===== src/rtl/noc_pkg.sv =====
// Shared NoC definitions used by the router pipeline stages.
//   - Flit type codes carried in flit bits [FLIT_TYPE_MSB:FLIT_TYPE_LSB].
//   - Router port index constants (N, S, E, W, Local).
package noc_pkg;

  localparam int unsigned FLIT_TYPE_MSB = 47;
  localparam int unsigned FLIT_TYPE_LSB = 45;

  // Codes 1xx are not listed; consumers treat them as body flits.
  typedef enum logic [2:0] {
    FLIT_HEAD     = 3'b000,
    FLIT_BODY     = 3'b001,
    FLIT_TAIL     = 3'b010,
    FLIT_HEADTAIL = 3'b011
  } flit_type_e;

  localparam logic [2:0] PORT_N = 3'd0;
  localparam logic [2:0] PORT_S = 3'd1;
  localparam logic [2:0] PORT_E = 3'd2;
  localparam logic [2:0] PORT_W = 3'd3;
  localparam logic [2:0] PORT_L = 3'd4;

endpackage


===== src/rtl/rr_arbiter.sv =====
// Combinational round-robin arbiter.
//   req_i : request vector, one bit per input
//   ptr_i : highest-priority input index (0..NUM_PORTS-1)
//   gnt_o : one-hot grant vector
//   idx_o : index of the winning input (0 when none)
//   any_o : at least one request was granted
module rr_arbiter #(
  parameter int unsigned NUM_PORTS = 5,
  parameter int unsigned PORT_W    = 3
) (
  input  logic [NUM_PORTS-1:0] req_i,
  input  logic [PORT_W-1:0]    ptr_i,
  output logic [NUM_PORTS-1:0] gnt_o,
  output logic [PORT_W-1:0]    idx_o,
  output logic                 any_o
);

  // Two passes: first the inputs at or above the pointer, then the
  // wrapped-around inputs below it.
  always_comb begin
    gnt_o = '0;
    idx_o = '0;
    any_o = 1'b0;
    for (int unsigned i = 0; i < NUM_PORTS; i++) begin
      if (!any_o && req_i[i] && (i >= 32'(ptr_i))) begin
        any_o    = 1'b1;
        gnt_o[i] = 1'b1;
        idx_o    = PORT_W'(i);
      end
    end
    for (int unsigned i = 0; i < NUM_PORTS; i++) begin
      if (!any_o && req_i[i] && (i < 32'(ptr_i))) begin
        any_o    = 1'b1;
        gnt_o[i] = 1'b1;
        idx_o    = PORT_W'(i);
      end
    end
  end

endmodule


===== src/rtl/crossbar_allocator.sv =====
// Switch allocator: per-output round-robin arbitration with head-to-tail
// packet locking and per-VC downstream credit gating.
//   clk, rst          : clock, asynchronous active-low reset
//   req/req_port/req_vc/req_type : per-input request, target output, VC, flit type
//   credit_in/credit_vc : per-output credit return pulse and its VC
//   grant             : per-input grant (same cycle as request)
//   xbar_sel/xbar_valid : per-output winning input index and valid strobe
module crossbar_allocator #(
  parameter int unsigned NUM_PORTS = 5,
  parameter int unsigned PORT_W    = 3,
  parameter int unsigned NUM_VCS   = 2,
  parameter int unsigned CREDITS   = 4
) (
  input  logic                          clk,
  input  logic                          rst,
  input  logic [NUM_PORTS-1:0]          req,
  input  logic [NUM_PORTS*PORT_W-1:0]   req_port,
  input  logic [NUM_PORTS*2-1:0]        req_vc,
  input  logic [NUM_PORTS*3-1:0]        req_type,
  input  logic [NUM_PORTS-1:0]          credit_in,
  input  logic [NUM_PORTS*2-1:0]        credit_vc,
  output logic [NUM_PORTS-1:0]          grant,
  output logic [NUM_PORTS*PORT_W-1:0]   xbar_sel,
  output logic [NUM_PORTS-1:0]          xbar_valid
);

  import noc_pkg::*;

  localparam logic [2:0] CREDIT_MAX = 3'(CREDITS);

  logic              lock_valid_q [NUM_PORTS];
  logic              lock_valid_d [NUM_PORTS];
  logic [PORT_W-1:0] lock_owner_q [NUM_PORTS];
  logic [PORT_W-1:0] lock_owner_d [NUM_PORTS];
  logic [PORT_W-1:0] rr_ptr_q     [NUM_PORTS];
  logic [PORT_W-1:0] rr_ptr_d     [NUM_PORTS];
  logic [2:0]        credit_q     [NUM_PORTS][NUM_VCS];
  logic [2:0]        credit_d     [NUM_PORTS][NUM_VCS];

  logic [PORT_W-1:0]    in_port [NUM_PORTS];
  logic [1:0]           in_vc   [NUM_PORTS];
  logic [2:0]           in_type [NUM_PORTS];

  logic [NUM_PORTS-1:0] elig    [NUM_PORTS];
  logic [NUM_PORTS-1:0] win_gnt [NUM_PORTS];
  logic [PORT_W-1:0]    win_idx [NUM_PORTS];
  logic                 win_any [NUM_PORTS];

  always_comb begin
    for (int unsigned i = 0; i < NUM_PORTS; i++) begin
      in_port[i] = req_port[i*PORT_W +: PORT_W];
      in_vc[i]   = req_vc[i*2 +: 2];
      in_type[i] = req_type[i*3 +: 3];
    end
  end

  // Eligibility matrix, one row per output. An out-of-range req_port or
  // req_vc simply never matches any row / VC index.
  always_comb begin
    logic credit_ok;
    logic lock_ok;
    credit_ok = 1'b0;
    lock_ok   = 1'b0;
    for (int unsigned o = 0; o < NUM_PORTS; o++) begin
      elig[o] = '0;
      for (int unsigned i = 0; i < NUM_PORTS; i++) begin
        credit_ok = 1'b0;
        for (int unsigned v = 0; v < NUM_VCS; v++) begin
          if (in_vc[i] == 2'(v) && credit_q[o][v] != '0) credit_ok = 1'b1;
        end
        if (lock_valid_q[o]) lock_ok = (lock_owner_q[o] == PORT_W'(i));
        else                 lock_ok = (in_type[i] == FLIT_HEAD) ||
                                       (in_type[i] == FLIT_HEADTAIL);
        elig[o][i] = req[i] && (in_port[i] == PORT_W'(o)) && credit_ok && lock_ok;
      end
    end
  end

  for (genvar o = 0; o < NUM_PORTS; o++) begin : g_arb
    rr_arbiter #(
      .NUM_PORTS (NUM_PORTS),
      .PORT_W    (PORT_W)
    ) u_arb (
      .req_i (elig[o]),
      .ptr_i (rr_ptr_q[o]),
      .gnt_o (win_gnt[o]),
      .idx_o (win_idx[o]),
      .any_o (win_any[o])
    );
  end

  // Outputs are masked combinationally by rst so they drop the moment
  // reset asserts, not at the next edge.
  always_comb begin
    grant      = '0;
    xbar_sel   = '0;
    xbar_valid = '0;
    if (rst) begin
      for (int unsigned o = 0; o < NUM_PORTS; o++) begin
        if (win_any[o]) begin
          xbar_valid[o]                  = 1'b1;
          xbar_sel[o*PORT_W +: PORT_W]   = win_idx[o];
          grant                          = grant | win_gnt[o];
        end
      end
    end
  end

  always_comb begin
    logic [2:0] win_type;
    logic [1:0] win_vc;
    logic       dec;
    logic       inc;
    win_type = '0;
    win_vc   = '0;
    dec      = 1'b0;
    inc      = 1'b0;
    for (int unsigned o = 0; o < NUM_PORTS; o++) begin
      lock_valid_d[o] = lock_valid_q[o];
      lock_owner_d[o] = lock_owner_q[o];
      rr_ptr_d[o]     = rr_ptr_q[o];
      win_type        = '0;
      win_vc          = '0;
      for (int unsigned i = 0; i < NUM_PORTS; i++) begin
        if (win_gnt[o][i]) begin
          win_type = in_type[i];
          win_vc   = in_vc[i];
        end
      end
      if (win_any[o]) begin
        case (win_type)
          FLIT_HEAD: begin
            lock_valid_d[o] = 1'b1;
            lock_owner_d[o] = win_idx[o];
            rr_ptr_d[o]     = (win_idx[o] == PORT_W'(NUM_PORTS-1)) ? '0
                                                                   : win_idx[o] + PORT_W'(1);
          end
          FLIT_TAIL: lock_valid_d[o] = 1'b0;
          FLIT_HEADTAIL: begin
            rr_ptr_d[o] = (win_idx[o] == PORT_W'(NUM_PORTS-1)) ? '0
                                                               : win_idx[o] + PORT_W'(1);
          end
          default: ;
        endcase
      end
      // Grant consumes a credit, return adds one; both together cancel.
      // A grant is only possible with credit > 0, so no underflow.
      for (int unsigned v = 0; v < NUM_VCS; v++) begin
        dec = win_any[o] && (win_vc == 2'(v));
        inc = credit_in[o] && (credit_vc[o*2 +: 2] == 2'(v));
        credit_d[o][v] = credit_q[o][v];
        if (inc && !dec && credit_q[o][v] != CREDIT_MAX) credit_d[o][v] = credit_q[o][v] + 3'd1;
        else if (dec && !inc)                            credit_d[o][v] = credit_q[o][v] - 3'd1;
      end
    end
  end

  always_ff @(posedge clk or negedge rst) begin
    if (!rst) begin
      for (int unsigned o = 0; o < NUM_PORTS; o++) begin
        lock_valid_q[o] <= 1'b0;
        lock_owner_q[o] <= '0;
        rr_ptr_q[o]     <= '0;
        for (int unsigned v = 0; v < NUM_VCS; v++) credit_q[o][v] <= CREDIT_MAX;
      end
    end else begin
      for (int unsigned o = 0; o < NUM_PORTS; o++) begin
        lock_valid_q[o] <= lock_valid_d[o];
        lock_owner_q[o] <= lock_owner_d[o];
        rr_ptr_q[o]     <= rr_ptr_d[o];
        for (int unsigned v = 0; v < NUM_VCS; v++) credit_q[o][v] <= credit_d[o][v];
      end
    end
  end

endmodule


===== config.mk =====
export PLATFORM = sky130hd
export DESIGN_NAME = crossbar_allocator
export DESIGN_NICKNAME = d
export VERILOG_FILES = /design/src/rtl/noc_pkg.sv /design/src/rtl/rr_arbiter.sv /design/src/rtl/crossbar_allocator.sv
export SDC_FILE = /design/constraint.sdc
export NUM_CORES = 1
export LEC_CHECK = 0
export BUFFER_PORTS_ARGS = -buffer_cell sky130_fd_sc_hd__buf_2
export CAP_MARGIN = 20
export CORE_ASPECT_RATIO = 2
export CORE_MARGIN = 3
export CORE_UTILIZATION = 45
export CTS_BUF_LIST = sky130_fd_sc_hd__clkbuf_8
export DETAILED_ROUTE_END_ITERATION = 8
export GPL_TIMING_DRIVEN = 0
export PLACE_DENSITY = 0.61
export SYNTH_ARGS = -nofsm -noshare
export SYNTH_HDL_FRONTEND = slang
export SYNTH_SLANG_ARGS = --single-unit

===== constraint.sdc =====
create_clock -name clk -period 9.1 [get_ports clk]
set_input_delay 0.91 -clock clk [delete_from_list [all_inputs] [get_ports clk]]
set_output_delay 0.91 -clock clk [all_outputs]
set_load 0.05 [all_outputs]

==> results of run 1 <==
cells by family (layout without fill, tap and decap cells):
family | count (synthesis) | count (layout) | share of synthesized area [%]
flip-flops | 65 | 65 | 21.6
multiplexers | 56 | 56 | 7.91
AO/OA/AOI/OAI | 313 | 313 | 30.1
XOR/XNOR | 15 | 15 | 1.73
adder cells (fa/ha/maj) | 20 | 20 | 4.28
buffers and inverters | 76 | 174 | 3.85
AND/OR/NAND/NOR | 427 | 427 | 30.6
registers in the layout, summed over array words and instances (netlist names):
register / cells
credit_q: 30
rr_ptr_q: 15
lock_owner_q: 15
lock_valid_q: 5
layout by cell type (no fill, tap or decap), drive strengths merged, types with 14 or more instances in the layout:
master   n
nor2    94
o21ai   46
inv     51
o211ai  14
nor3    40
nand4   21
nand3b  14
o32ai   19
a21oi   47
mux2    32
buf     88
nor3b   15
o22ai   32
clkbuf  30
mux2i   24
or2     15
nand2   86
nand3   34
dfrtp   55
nand2b  25
final timing paths:
check,startpoint,to,slack (ns),cells past startpoint
min,rst,credit_q[18]$_DFFE_PN0P_,0.47,1
max,req_vc[8],credit_q[29]$_DFFE_PN1P_,3.56,16
max reg2reg,credit_q[28]$_DFFE_PN0P_,credit_q[29]$_DFFE_PN1P_,3.92,14
min in group clk,credit_q[14]$_DFFE_PN1P_,credit_q[14]$_DFFE_PN1P_,0.51,1
min reg2reg,credit_q[14]$_DFFE_PN1P_,credit_q[14]$_DFFE_PN1P_,0.51,1
max in group asynchronous,rst,credit_q[2]$_DFFE_PN1P_,7.97,2
power by group through the flow:
stage / sequential [uW] / combinational [uW] / clock (uW)
final: 538 / 743 / 308
after global routing: 565 / 829 / 324
after CTS: 538 / 733 / 315
after detailed placement: 543 / 729 / 0
after global placement: 543 / 720 / 0
after floorplan: 508 / 546 / 0
stage by stage:
| stage | cell area [sq um] | setup WS (ns) | utilization, % | total power, uW | hold WS [ns] |
|---|---|---|---|---|---|
| 3_5_place_dp | 8290 | 3.31 | 50.4 | 1270 | 0.504 |
| 4_1_cts | 8520 | 3.71 | 51.9 | 1590 | 0.485 |
| 5_1_grt | 8520 | 3.49 | 51.9 | 1720 | 0.502 |
| 3_3_place_gp | 8250 | 3.31 | 50.2 | 1260 | 0.504 |
| 2_1_floorplan | 7600 | 4.63 | - | 1050 | 0.485 |
| 6_report | 8520 | 3.56 | 51.9 | 1590 | 0.472 |
routing by layer:
| layer | GRT usage (%) | up-vias | share of wire [%] |
|---|---|---|---|
| met5 | 0 | - | 0 |
| met4 | 21.7 | 0 | 7.9 |
| met3 | 6.50 | 158 | 8.2 |
| met2 | 55.8 | 457 | 50 |
| met1 | 31.6 | 4197 | 34 |
| li1 | - | 3961 | - |
final cells by class:
type / count / area [sq um] / share of cell area, %
multi-input combinational: 831 / 5670 / 66.5
sequential: 65 / 1640 / 19.2
timing repair buffer: 82 / 435 / 5.11
tap: 204 / 255 / 2.99
inverter: 49 / 184 / 2.16
clock buffer: 9 / 124 / 1.45
clock inverter: 7 / 111 / 1.31
buffer: 27 / 109 / 1.28
==> out/metrics.cfg, run 1 <==
[timing]
fmax_mhz=181
finalCritPeriodShare_pct=60.8
worstMarginPinSlew_ns=1.15
hold_viol_final=0
rsz0062_at_grt=no
report.final.slew_viol_count=0
finClkSkew_ns=0.00536
fin_crit_ns=5.54
setup_violations=0
relSlewSlack_pct=22.8
tns_ns=0

[power]
power_frac_comb_pct=46.8
seq_power_share_pct=33.9
power_switching_share_pct=45.0
ir_drop_mv=0.118
powerDensity_nw_per_um2=186
p_int_uw=873
p_sw_uw=715
power_leakage_uw=0.00358
pwr-share-clk_pct=19.4

[layout]
fin_nets=1147
drive_above_1_share_pct=14.0
fin_cells=1274
antenna_cells=0
fillCellCount=1699
area_delta_synth_final_pct=12.2

[logic_synthesis]
yosysSeqAreaShare_pct=21.6
yosys_most_used_dff=dfrtp_1
synth.most_common_cell=nor2_1
synth_top_area_cell=dfrtp_1
synth_cells=972
syn_nets=1054
synth_common_cells=93 x nor2_1, 86 x nand2_1, 55 x dfrtp_1
synth_area_leaders=dfrtp_1 18%, nor2_1 4.6%, nand2_1 4.2%, mux2_1 3.7%, dfstp_2 3.5%
synthDistinctLibCells=94
yosysTopAreaCellShare_pct=18.1
syn_area_sq_um=7600
async_flop_share_pct=100
yosysWarnings=0
avgSynthCellArea_sq_um=7.82
synth_edf_count=0
synth_seq_cells=65

[worst_hold_path]
hold_path.class=in -> async

[critical_path]
critPathMaxStageDelay_ns=0.87
crit_path_cell_trace=buf_2, clkbuf_1, or2_1, o22ai_1, nand4_1, o21ai_0, a221oi_1, a32oi_1, mux2i_1, nor2_1, nor2_1, o31ai_1, fa_1, or4_1, o31a_1, o21a_1
arrival_ns=5.84
end_kind=flip-flop
critPathLaunchType=input port
path_class=in -> reg
critPathTopFamily=compound AO/OA/AOI/OAI gates
critPathMaxFanout=10
path_buf_inv=2
required_ns=9.41
cpMostUsedCell=nor2_1
cp_slowest_cell=a221oi_1

[global_route]
gr-total-overflow=0
grt_pass1_wl_microns=45400
grt_usage_pct=31.1
antenna_found_initial=0
grt_pass1_vias=8657
grt_max_degree=43

[clocking]
clockRootBuffer=clkbuf_8
clkLatencyLatePin_ns=0.38
cts_htree_levels=3
cts_hold_buf=0
numClockSinks=65
cts_buffer_depth=2
postCtsSetupBuffers=0
numCtsBuffers=9
tritoncts=built
cts_resized=0
path_clk_slew_ns=0.07

[status]
status=completed

[floorplan]
io_pins=87
die_w_microns=97.9
initial_utilization_pct=46.2
dieArea_sq_um=18600
coreArea_sq_um=16400
fp.dieH_microns=190
row_count=66

[flow_run]
maxCapViolations=0

[placement]
dp_hpwl_microns=22900
place_inst=1258
portBuffers=80
routabilityCongestion=1.02

[routing]
drt-pass1-iter-count=7
antenna_left=0
num_vias=8773
viasPerCell=6.89
drc_errors=0
drt-wirelength-per-cell_microns=22.8
drt_iter0_drc=769
routed_wl_microns=29100

No activity file was read; power rests on OpenSTA's default activity.
==> run 2, diff against run 1 <==
--- a/config.mk
+++ b/config.mk
@@ -13,7 +13,7 @@
 export CTS_BUF_LIST = sky130_fd_sc_hd__clkbuf_8
 export DETAILED_ROUTE_END_ITERATION = 8
 export GPL_TIMING_DRIVEN = 0
-export PLACE_DENSITY = 0.61
+export PLACE_DENSITY = 0.64
 export SYNTH_ARGS = -nofsm -noshare
 export SYNTH_HDL_FRONTEND = slang
 export SYNTH_SLANG_ARGS = --single-unit
==> constraint.sdc (replaced) <==
create_clock -name clk -period 4.5 [get_ports clk]
set_input_delay 0.45 -clock clk [delete_from_list [all_inputs] [get_ports clk]]
set_output_delay 0.45 -clock clk [all_outputs]
set_load 0.05 [all_outputs]
==> out/metrics.cfg, run 2 (synthesized netlist as in run 1, its figures left out) <==
[status]
status=completed

[routing]
drc_errors=0
drt-wirelength-per-cell_microns=22.7
antenna_left=0
drt_iter0_drc=802
routed_wl_microns=29100
viasPerCell=6.86
drt-pass1-iter-count=7
num_vias=8784

[timing]
fmax_mhz=229
fin_crit_ns=4.37
setup_violations=0
worst_slack_ns=0.126
report.final.slew_viol_count=0
hold_viol_final=0
rsz0062_at_grt=yes
finClkSkew_ns=0.00773
tns_ns=0
worstMarginPinSlew_ns=0.889
relSlewSlack_pct=40.2
finalCritPeriodShare_pct=97.2

[layout]
fillCellCount=1667
final_core_util_pct=53.8
fin_cells=1281
fin_nets=1154
top_register=credit_q
drive_above_1_share_pct=18.6
reg_top3=credit_q: 30 flops, lock_owner_q: 15 flops, rr_ptr_q: 15 flops
antenna_cells=0
final_cell_mix=92 x nor2_1, 86 x nand2_1, 84 x buf_2, 55 x dfrtp_1, 50 x inv_1
area_delta_synth_final_pct=16.3
final_common_cell=nor2_1
final_area_sq_um=8840
largest_reg_flops=30

[critical_path]
end_kind=flip-flop
critPathMaxFanout=8
path_class=reg -> reg
arrival_ns=4.68
required_ns=4.81
critPathLaunchType=flip-flop

[clocking]
tritoncts=built
numClockSinks=65
path_clk_slew_ns=0.07
cts_hold_buf=0
numCtsBuffers=9
cts_htree_levels=3
clockRootBuffer=clkbuf_8
cts_buffer_depth=2
clkLatencyLatePin_ns=0.38

[floorplan]
initial_utilization_pct=46.2
fp.dieH_microns=190
dieArea_sq_um=18600
row_count=66
die_w_microns=97.9
coreArea_sq_um=16400
io_pins=87

[placement]
dpl_cell_area_sq_um=8290
dp_hpwl_microns=22600
routabilityCongestion=0.995
pre_cts_ws_ns=-0.822
portBuffers=80
place_inst=1258

[global_route]
antenna_found_initial=0
gr-total-overflow=0
grt_pass1_vias=8552
grt_usage_pct=31.2
grt_pass1_wl_microns=45400
grt_max_degree=43

[flow_run]
maxCapViolations=0

[power]
ir_drop_mv=0.275
power_leakage_uw=0.00367
powerDensity_nw_per_um2=359

[worst_hold_path]
hold_path.class=in -> async

[run 2: cell count changes in the layout (fill, tap and decap cells not counted), moves of 4 or more]
cell      delta
xor2_2       +5
nor3_4       +4
xor2_1       -5
o32ai_1      -4
nor3_1      -10
clkbuf_1     -5
o32ai_2      +4
buf_4        +8
nor3_2       +6
[run 2: worst max-delay path, stage by stage (launching register included)]
cell and delay [ns]:
dfrtp_1 0.47, nor3_4 0.39, o22ai_1 0.25, nand4b_1 0.15, buf_4 0.18, a21boi_1 0.37
a31oi_1 0.22, nor3b_4 0.40, a221o_1 0.23, nor2_1 0.14, nor2_1 0.15, o31ai_1 0.09
fa_1 0.41, or4_1 0.56, o31a_1 0.12, o21a_1 0.17
[run 2: worst paths after layout]
path / to / cells past startpoint / slack, ns / startpoint
worst max-delay path: credit_q[29]$_DFFE_PN1P_ / 15 / 0.13 / credit_q[28]$_DFFE_PN0P_
worst min-delay path: rr_ptr_q[10]$_DFFE_PN0P_ / 1 / 0.02 / rst
worst max register to register: credit_q[29]$_DFFE_PN1P_ / 15 / 0.13 / credit_q[28]$_DFFE_PN0P_
worst min register to register: credit_q[14]$_DFFE_PN1P_ / 1 / 0.52 / credit_q[14]$_DFFE_PN1P_
max in group asynchronous: credit_q[11]$_DFFE_PN1P_ / 2 / 3.81 / rst
min in group clk: credit_q[10]$_DFFE_PN0P_ / 4 / 0.44 / credit_vc[6]
[run 2: routing by layer]
| layer | vias up | track usage [%] | routed length, microns |
|---|---|---|---|
| li1 | 3963 | - | - |
| met1 | 4158 | 32.9 | 9750 |
| met2 | 495 | 54.3 | 14600 |
| met3 | 168 | 6.35 | 2300 |
| met4 | 0 | 22.3 | 2480 |
| met5 | - | 0 | 0 |
[run 2: per-stage QoR]
| step | power, uW | hold slack (ns) |
|---|---|---|
| after floorplan | 2130 | 0.154 |
| after global placement | 2560 | 0.504 |
| after detailed placement | 2570 | 0.435 |
| after CTS | 3070 | 0.0239 |
| after global routing | 3450 | 0.0453 |
| final | 3170 | 0.0220 |
[run 2: what timing repair did]
action / CTS / global route
pin swaps: 1 / 9
gates cloned: 0 / 0
resized for setup: 9 / 45
buffers inserted: 0 / 8
endpoints found under the setup margin: 7 / 19
[run 2: final cells by class]
type / count / area [sq um] / area share [%]
multi-input combinational: 831 / 5980 / 67.7
inverter: 49 / 184 / 2.08
clock inverter: 6 / 35.0 / 0.396
sequential: 65 / 1640 / 18.5
tap: 204 / 255 / 2.89
timing repair buffer: 91 / 500 / 5.66
clock buffer: 10 / 138 / 1.56
buffer: 25 / 105 / 1.19
[run 2: report_power, final]
part / internal (uW) / switching, uW
Sequential: 820 / 314
Clock: 212 / 259
Combinational: 612 / 956
Total: 1640 / 1530
==> run 3, diff against run 2 <==
--- a/config.mk
+++ b/config.mk
@@ -10,10 +10,11 @@
 export CORE_ASPECT_RATIO = 2
 export CORE_MARGIN = 3
 export CORE_UTILIZATION = 45
-export CTS_BUF_LIST = sky130_fd_sc_hd__clkbuf_8
+export CTS_BUF_LIST = sky130_fd_sc_hd__clkbuf_2 sky130_fd_sc_hd__clkbuf_4 sky130_fd_sc_hd__clkbuf_8
 export DETAILED_ROUTE_END_ITERATION = 8
 export GPL_TIMING_DRIVEN = 0
 export PLACE_DENSITY = 0.64
+export SKIP_LAST_GASP = 1
 export SYNTH_ARGS = -nofsm -noshare
 export SYNTH_HDL_FRONTEND = slang
 export SYNTH_SLANG_ARGS = --single-unit
==> out/metrics.cfg, run 3 (synthesized netlist as in run 1, its figures left out) <==
[routing]
drt_iter0_drc=866
drc_errors=0
routed_wl_microns=28900
antenna_left=0
viasPerCell=6.82
num_vias=8727
drt-wirelength-per-cell_microns=22.6
drt-pass1-iter-count=7

[timing]
hold_viol_final=0
fin_crit_ns=4.37
whs_ns=0.0154
relSlewSlack_pct=37.6
fmax_mhz=229
rsz0062_at_grt=yes
report.final.slew_viol_count=0
finalCritPeriodShare_pct=97.2
finClkSkew_ns=0.00502
tns_ns=0
setup_violations=0
worstMarginPinSlew_ns=0.927

[floorplan]
coreArea_sq_um=16400
fp.dieH_microns=190
row_count=66
dieArea_sq_um=18600
die_w_microns=97.9
io_pins=87
initial_utilization_pct=46.2

[layout]
fin_nets=1153
area_delta_synth_final_pct=16.4
final_common_cell=nor2_1
final_core_util_pct=53.8
largest_reg_flops=30
top_register=credit_q
antenna_cells=0
drive_above_1_share_pct=18.4
reg_top3=credit_q: 30 flops, lock_owner_q: 15 flops, rr_ptr_q: 15 flops
fillCellCount=1658
final_cell_mix=93 x nor2_1, 86 x nand2_1, 84 x buf_2, 55 x dfrtp_1, 49 x inv_1

[power]
power_leakage_uw=0.00367
powerDensity_nw_per_um2=362
ir_drop_mv=0.278
total_power_uw=3200

[critical_path]
r2r-end=credit_q[29]$_DFFE_PN1P_
r2r_start=credit_q[28]$_DFFE_PN0P_
arrival_ns=4.70
regToRegSetupSlack_ns=0.13
end_kind=flip-flop
r2r_cells=14
required_ns=4.82
critPathMaxFanout=10
path_class=in -> reg
critPathLaunchType=input port
crit_start=req_type[11]

[placement]
portBuffers=80
routabilityCongestion=0.995
dp_hpwl_microns=22600

[flow_run]
maxCapViolations=0

[global_route]
antenna_found_initial=0
gr-total-overflow=0
grt_usage_pct=31.1
grt_pass1_vias=8548
grt_pass1_wl_microns=45300
grt_max_degree=43

[clocking]
cts_buffer_depth=2
tritoncts=built
clkLatencyLatePin_ns=0.38
numClockSinks=65
clockRootBuffer=clkbuf_8
cts_htree_levels=3
cts_hold_buf=0
path_clk_slew_ns=0.07
numCtsBuffers=9

[worst_hold_path]
hold_path.class=in -> async

[status]
status=completed

run 3: changes by cell type in the layout (fill, tap and decap cells not counted), sizes merged:
cell | before | now
clkbuf | 29 | 30
buf | 97 | 96
inv | 51 | 50
run 3: cell type report:
cell class / instances / area [sq um] / share of cell area (%)
well taps: 204 / 255 / 2.89
plain buffers: 25 / 103 / 1.16
clock buffers: 11 / 145 / 1.64
clock inverters: 5 / 31.3 / 0.354
repair buffers: 90 / 505 / 5.72
inverters: 49 / 184 / 2.08
multi-input cells: 831 / 5980 / 67.6
flip-flops and latches: 65 / 1640 / 18.5
run 3: critical path, stage by stage:
cell	delay [ns]
buf_2	0.12
clkbuf_1	0.34
o31ai_1	0.49
nand4_1	0.47
or4b_2	0.84
o31a_1	0.16
a31oi_1	0.23
nor2_1	0.17
a211o_1	0.31
fa_1	0.42
nor3_1	0.27
nand2_1	0.08
mux2i_1	0.16
o22a_1	0.18
run 3: worst max-delay path by stage:
stage,to,slack (ns),cells after the start
floorplan,credit_q[23]$_DFFE_PN1P_,0.56,13
global placement,credit_q[29]$_DFFE_PN1P_,-0.88,15
detailed placement,credit_q[29]$_DFFE_PN1P_,-0.82,16
CTS,credit_q[29]$_DFFE_PN1P_,-0.11,14
global route,credit_q[23]$_DFFE_PN1P_,-0.10,14
finish,credit_q[23]$_DFFE_PN1P_,0.13,14
run 3: repair_timing:
action,CTS,global route
setup buffers,0,7
pin swaps,0,8
gates cloned,0,0
hold endpoints to repair,0,0
endpoints found under the setup margin,7,19
resized for setup,7,42
run 3: per-stage QoR:
stage / cell area, sq um / cells / setup WS (ns)
CTS: 8500 / 1273 / -0.113
floorplan: 7600 / 972 / 0.558
finish: 8840 / 1280 / 0.127
detailed placement: 8290 / 1258 / -0.822
global route: 8840 / 1280 / -0.104
global placement: 8250 / 1256 / -0.877
run 3: power breakdown:
part	switching [uW]	leakage, uW	internal, uW
Clock	257	0.0000929	220
Combinational	955	0.00279	625
Sequential	322	0.000789	820
run 3: layer usage:
metal | up-vias | track usage (%) | wire length, microns
met2 | 491 | 54.4 | 14400
li1 | 3957 | - | -
met3 | 185 | 5.94 | 2250
met4 | 0 | 22.5 | 2610
met5 | - | 0 | 0
met1 | 4094 | 33.0 | 9700
